File: config.mk
export PLATFORM = sky130hd
export DESIGN_NAME = reg_write_arbiter
export DESIGN_NICKNAME = d
export VERILOG_FILES = /design/src/rtl/reg_write_arbiter.sv
export SDC_FILE = /design/constraint.sdc
export NUM_CORES = 1
export LEC_CHECK = 0
export BUFFER_PORTS_ARGS = -buffer_cell sky130_fd_sc_hd__buf_2
export CAP_MARGIN = 20
export CORE_MARGIN = 2
export CORE_UTILIZATION = 40
export DETAILED_ROUTE_END_ITERATION = 6
export GPL_ROUTABILITY_DRIVEN = 0
export PLACE_DENSITY = 0.86
export SYNTH_ARGS = -nofsm -noshare
export SYNTH_HDL_FRONTEND = slang
export SYNTH_SLANG_ARGS = --single-unit
File: constraint.sdc
create_clock -name clk -period 3.6 [get_ports clk]
set_input_delay 0.54 -clock clk [delete_from_list [all_inputs] [get_ports clk]]
set_output_delay 0.54 -clock clk [all_outputs]
set_load 0.005 [all_outputs]
File: src/rtl/reg_write_arbiter.sv
// Round-robin write arbiter for a register bank: one valid/ready grant per cycle,
// registered one-hot enable and shared data bus towards the bank.
module reg_write_arbiter #(
   parameter int unsigned NUM_REQ  = 4,
   parameter int unsigned WIDTH    = 32,
   parameter int unsigned NUM_REGS = 8,
   parameter int unsigned ADDR_W   = 3,
   parameter int unsigned ID_W     = 2
) (
   input  logic                      clk,
   input  logic                      r_n,
   input  logic                      stall,
   input  logic [NUM_REQ-1:0]        req_valid,
   output logic [NUM_REQ-1:0]        req_ready,
   input  logic [NUM_REQ*ADDR_W-1:0] req_addr,
   input  logic [NUM_REQ*WIDTH-1:0]  req_data,
   output logic [NUM_REGS-1:0]       wr_en,
   output logic [WIDTH-1:0]          wr_data,
   output logic [ID_W-1:0]           grant_id,
   output logic                      addr_err
);

   logic [ID_W-1:0]     ptr_q, ptr_d;
   logic [ID_W-1:0]     gnt_idx;
   logic                xfer;
   logic [ADDR_W-1:0]   sel_addr;
   logic [WIDTH-1:0]    sel_data;
   logic                in_range;
   logic [NUM_REGS-1:0] wr_en_d;

   // Grant: first valid requester scanning from ptr, wrapping modulo NUM_REQ.
   always_comb begin
      int unsigned idx;
      req_ready = '0;
      xfer      = 1'b0;
      gnt_idx   = '0;
      idx       = 0;
      // Ready is forced low while reset is asserted, independent of the registers.
      if (r_n && !stall) begin
         for (int unsigned k = 0; k < NUM_REQ; k++) begin
            idx = (int'(ptr_q) + k) % NUM_REQ;
            if (!xfer && req_valid[idx]) begin
               xfer           = 1'b1;
               gnt_idx        = ID_W'(idx);
               req_ready[idx] = 1'b1;
            end
         end
      end
   end

   // Mux the granted request and decode its address into a one-hot enable.
   always_comb begin
      sel_addr = req_addr[int'(gnt_idx)*ADDR_W +: ADDR_W];
      sel_data = req_data[int'(gnt_idx)*WIDTH +: WIDTH];
      in_range = (32'(sel_addr) < NUM_REGS);
      wr_en_d  = '0;
      for (int unsigned r = 0; r < NUM_REGS; r++) begin
         wr_en_d[r] = xfer && in_range && (32'(sel_addr) == r);
      end
      ptr_d = ptr_q;
      if (xfer) begin
         ptr_d = (32'(gnt_idx) == NUM_REQ - 1) ? '0 : gnt_idx + 1'b1;
      end
   end

   // Pointer and output stage; out-of-range requests are consumed but never enable a register.
   always_ff @(posedge clk or negedge r_n) begin
      if (!r_n) begin
         ptr_q    <= '0;
         wr_en    <= '0;
         wr_data  <= '0;
         grant_id <= '0;
         addr_err <= 1'b0;
      end else begin
         ptr_q    <= ptr_d;
         wr_en    <= wr_en_d;
         addr_err <= xfer && !in_range;
         if (xfer) begin
            wr_data  <= sel_data;
            grant_id <= gnt_idx;
         end
      end
   end

endmodule

* Word-level counts from Yosys, hierarchy flattened
Index checks and enable logic that the tools add are counted.
** Storage, ports and cells
- Register bits :: 44
- Output and inout port bits :: 47
** Operators by class
- Add/subtract/negate cells :: 4
- Multiply operators :: 1
- $lt $le $gt $ge :: 8
- Eq/ne operators :: 8
- Shift operators :: 2
- Muxes and demuxes :: 38
- Bitwise logic cells :: 3
- Reduce and logical (&&, ||, !) cells :: 21
** Operators by type and width (number)
- 128-bit by 8-bit variable part select with 32-bit output :: 1
- 4-bit 2-to-1 mux :: 8
- 1-bit logical AND :: 16
- 1-bit 2-to-1 mux :: 16
- 3-bit == test (second input constant) :: 4
- 2-bit by 3-bit < comparator with 1-bit output (second input constant) :: 4
- 2-bit 2-to-1 mux :: 6
- 4-bit bitwise OR :: 3
- 12-bit by 5-bit variable part select with 3-bit output :: 1
- 1-bit binary-select mux with 2-bit select :: 4
- 1-bit demux with 2-bit select :: 4
- 2-bit by 1-bit greater-or-equal comparator with 1-bit output (second input constant) :: 4
- 3-bit by 2-bit == test with 1-bit output (second input constant) :: 2
- 2-bit by 1-bit adder with 2-bit output (second input constant) :: 2
- 2-bit adder (second input constant) :: 2
- 1-bit logical NOT :: 4
- 2-bit by 2-bit multiplier with 4-bit output (second input constant) :: 1
- 3-bit by 1-bit == test with 1-bit output (second input constant) :: 1
- 3-bit logical NOT :: 1
- 2-bit == test (second input constant) :: 1

* Logic depth before layout (Yosys ltp)
- Word-level depth :: 20
- Mapped depth :: 12

* Worst setup path after synthesis
No wires, ideal clock.
- Path type :: register to output
- Start point :: register ptr_q[0]
- End point :: output req_ready[0]
- Arrival :: 2.437 ns
- Required time :: 3.060 ns
- Slack :: 0.623 ns
- Stages on the path, launching flop included :: 9
- Path buffers :: 1
- Path through :: dfrtp_1 inv_1 ha_1 buf_2 or3_1 or4b_1 o311ai_2 a221oi_1 nor2_1
** Between the ends
- Longest elaborated chain between the ends :: 16
** RTL lines
- from (decl) :: RTL line 23 : logic [ID_W-1:0] ptr_q, ptr_d;
- from (signal assigned) :: RTL line 75 : ptr_q <= ptr_d;
- branches (longest 14 deep; another with 2-bit by 3-bit < comparator with 1-bit output)
- 4-bit 2-to-1 mux (*) :: RTL line 42 : if (!xfer && req_valid[idx]) begin
- 4-bit 2-to-1 mux (*) :: RTL line 39 : if (r_n && !stall) begin
- to (decl) :: RTL line 14 : output logic [NUM_REQ-1:0] req_ready,
Every way passes the cells marked *. The select of a mux whose other input is x is not followed.

* Worst setup path after layout
- Start point :: register ptr_q[1]
- End point :: register wr_en[6]
** Between the ends
- Longest elaborated chain between the ends :: 20
** RTL lines
- 1-bit binary-select mux with 2-bit select :: RTL line 42
- 1-bit 2-to-1 mux (not written as such) :: RTL line 42
- 1-bit 2-to-1 mux :: RTL line 42
- 1-bit 2-to-1 mux :: RTL line 39
- 1-bit logical NOT :: RTL line 42
- 1-bit logical AND :: RTL line 42
- 1-bit 2-to-1 mux :: RTL line 42
- 1-bit 2-to-1 mux :: RTL line 39
- [... 5 more ...]
- 1-bit logical AND :: RTL line 42
- 2-bit 2-to-1 mux :: RTL line 42
- 2-bit 2-to-1 mux :: RTL line 39
- 2-bit by 2-bit multiplier with 4-bit output :: RTL line 53 : sel_addr = req_addr[int'(gnt_idx)*ADDR_W +: ADDR_W];
- 12-bit by 5-bit variable part select with 3-bit output :: RTL line 53
- 3-bit == test :: RTL line 58 : wr_en_d[r] = xfer && in_range && (32'(sel_addr) == r);
- 1-bit logical AND (*) :: RTL line 58
- named net wr_en_d[6] :: RTL line 29 : logic [NUM_REGS-1:0] wr_en_d;
- to (signal assigned) :: RTL line 76 : wr_en <= wr_en_d;
- to (decl) :: RTL line 17 : output logic [NUM_REGS-1:0] wr_en,
Mark *: on every way through the listed nets, which the timed path passes. The rest lies on a longest branch. The select of a mux whose other input is x is not followed.
A chain may end at the register's enable or synchronous reset.

==> impl_metrics.json <==
{
  "clock-root-buffer": "clkbuf_8",
  "p_per_area_mw_per_mm2": 606,
  "numPortBuffers": 192,
  "worstRegToRegCells": 10,
  "syn_nets": 454,
  "ys_warn_count": 0,
  "grt_pass1_vias": 3022,
  "setup_tns_ps": 0,
  "clock_path_buffers": 2,
  "antenna_left": 0,
  "setup_violations": 0,
  "post_synth_xor_area_fraction_pct": 0.283,
  "fin_nets": 637,
  "clk_pin_slew_ps": 80,
  "ys_seq_elements": 44,
  "row_count": 32,
  "cp_slowest_cell": "or4b_1",
  "cp.arrival_ps": 3520,
  "antenna_found_initial": 0,
  "global_route.overflow_total": 0,
  "htreeDepth": 2,
  "pin_count": 194,
  "min_path_type": "input pin to async pin",
  "synth_top_family_by_area": "multiplexers",
  "path_cells": "inv_1 -> ha_1 -> or3_1 -> or4b_1 -> o311ai_2 -> o211ai_4 -> nand2b_1 -> buf_4 -> o22a_1 -> nor3_1",
  "post_cts_resize_count": 0,
  "grt_pass1_wl_mm": 14.4,
  "maxCapViolCount": 0,
  "syn-cell-area_mm2": 0.00309,
  "reg2reg_slack_ps": 250,
  "diodes": 0,
  "synth-main-ff-cell": "dfrtp_1",
  "synth-compound-area-share_pct": 19.1,
  "cp_num_buf_inv": 2,
  "netlist_instances": 299,
  "async_flop_share_pct": 100,
  "grt_setup_unrepaired": "no",
  "slew_headroom_pct": 41.9,
  "stdcell_count": 585,
  "ir_drop_mv": 0.220,
  "outcome": "finished, final reports clean",
  "synth_fa_ha_area_share_pct": 3.24,
  "drive_gt1_share_pct": 46.2,
  "critPathMaxFanout": 28,
  "ys_seq_area_share_pct": 35.6,
  "crit_path_end_kind": "flop",
  "worstSetupStartpointType": "flop",
  "die-height_um": 91.9,
  "synth_edf_count": 0,
  "r2r-end": "wr_en[6]",
  "synth.area.mux_share_pct": 23.3,
  "avgRoutedWirePerCell_um": 15.9,
  "initial_core_util_pct": 40.6,
  "cts_hold_buf": 0,
  "cts_tree": "done",
  "postCtsSetupBuffers": 0,
  "rr_startpoint": "ptr_q[1]",
  "cp_top_family": "simple AND/OR/NAND/NOR gates",
  "finalHoldViolCount": 0,
  "maxSlewViolCount": 0,
  "clock.fmax_mhz": 298,
  "synth_cell_types": 44,
  "synthToLayoutAreaGrowth_pct": 36.3,
  "vias": 3210,
  "dpl.cell_count": 577,
  "synth.avg_cell_area_um2": 10.3,
  "grt_max_degree": 46,
  "die_w_um": 91.9,
  "drt-total-wl_mm": 9.28,
  "yosys.area_share.simple_pct": 12.6,
  "cts_inserted_buffers": 5,
  "p_leak_nw": 2.46,
  "grt_use_total_pct": 21.1,
  "tightest_slew_ps": 868,
  "drc": 0,
  "design.die.area_mm2": 0.00845,
  "p_total_mw": 2.55,
  "viasPerCell": 5.49,
  "path_class": "flop to flop",
  "min_period_ps": 3350,
  "cts_sinks": 44,
  "drt_iter0_drc": 168,
  "critical-path-max-stage-delay_ps": 510,
  "clk_latency_ps": 290,
  "dp_hpwl_mm": 7.15,
  "cp.required_ps": 3760,
  "core-area_mm2": 0.00761,
  "post-route-period-util_pct": 93.1,
  "first_pass_iters": 4,
  "fin_skew_ps": 7.45
}
[sequential cells by signal, indices dropped and copies added (netlist names)]
signal    cells
wr_en         8
grant_id      2
ptr_q         2
wr_data      32
[layout make-up]
cell class | count | area (µm²)
fillers | 695 | 3400
repair buffers | 202 | 1060
clock buffers | 8 | 90.1
multi-input cells | 226 | 1820
flip-flops and latches | 44 | 1100
well taps | 102 | 128
inverters | 3 | 11.3
[through the flow]
step	instance area [µm²]	utilization (%)	hold slack, ps	worst slack [ps]
2_1_floorplan	3090	-	244	623
3_3_place_gp	4100	53.9	464	351
3_5_place_dp	4120	54.2	472	261
4_1_cts	4210	55.4	400	220
5_1_grt	4210	55.4	425	70.8
6_report	4210	55.4	379	249
[cells in the mapped netlist, drive strengths merged (5+ instances only)]
| library cell | number | area, µm² |
|---|---|---|
| a22oi | 5 | 42.5 |
| o221ai | 33 | 289 |
| ha | 8 | 100 |
| nand2b | 6 | 45.0 |
| buf | 22 | 150 |
| dfrtp | 44 | 1100 |
| nor3 | 8 | 40.0 |
| nand2 | 43 | 161 |
| mux2i | 66 | 661 |
| nor2 | 13 | 56.3 |
| a21oi | 5 | 28.8 |
[kinds of logic (layout without fill, tap and decap cells)]
kind of cell               count (synthesis)  after routing
other                                      1              1
and+or+nand+nor                           82             82
xor gates and xnor gates                   1              1
buffers and inverters                     29            213
muxes                                     69             69
AOI/OAI and AO/OA                         65             65
DFF                                       44             44
adders and majority gates                  8              8
[cells in the final DEF, fill, tap and decap left out, types with 2 or more instances in the layout]
cell | synthesis | final
mux2i_1 | 66 | 66
mux4_2 | 2 | 2
nand2_1 | 43 | 43
buf_2 | 15 | 192
nand2b_1 | 5 | 5
a32oi_2 | 2 | 2
o21ai_0 | 4 | 4
nor3_1 | 8 | 8
nand3b_1 | 2 | 2
nor2_1 | 12 | 12
a221oi_1 | 4 | 4
buf_4 | 1 | 8
a22oi_1 | 4 | 4
ha_1 | 8 | 8
dfrtp_1 | 44 | 44
inv_1 | 3 | 3
a32o_1 | 3 | 3
clkbuf_8 | 0 | 6
a21oi_1 | 4 | 4
o221ai_1 | 33 | 33
clkbuf_1 | 4 | 2
nor2b_1 | 4 | 4
buf_12 | 0 | 2
[report_power, final]
part | total [mW] | switching (mW) | internal [mW]
clock network | 0.318 | 0.161 | 0.157
registers | 0.804 | 0.108 | 0.696
logic | 1.43 | 0.755 | 0.674
total | 2.55 | 1.02 | 1.53
[worst max-delay path by stage]
stage               cells after the start  slack [ps]  startpoint      endpoint
floorplan                               8         620    ptr_q[0]  req_ready[0]
global placement                       10         350    ptr_q[1]      wr_en[6]
detailed placement                     10         260    ptr_q[1]      wr_en[6]
CTS                                    10         220    ptr_q[1]      wr_en[6]
global route                           10          70    ptr_q[1]      wr_en[4]
finish                                 10         250    ptr_q[1]      wr_en[6]
[routing by layer]
layer	wire [µm]	vias up	global-route usage [%]
li1	-	1499	-
met1	3730	1550	26.0
met2	4860	151	38.5
met3	575	10	3.62
met4	121	0	4.48
met5	0	-	0
No activity file was read; power rests on OpenSTA's default activity.
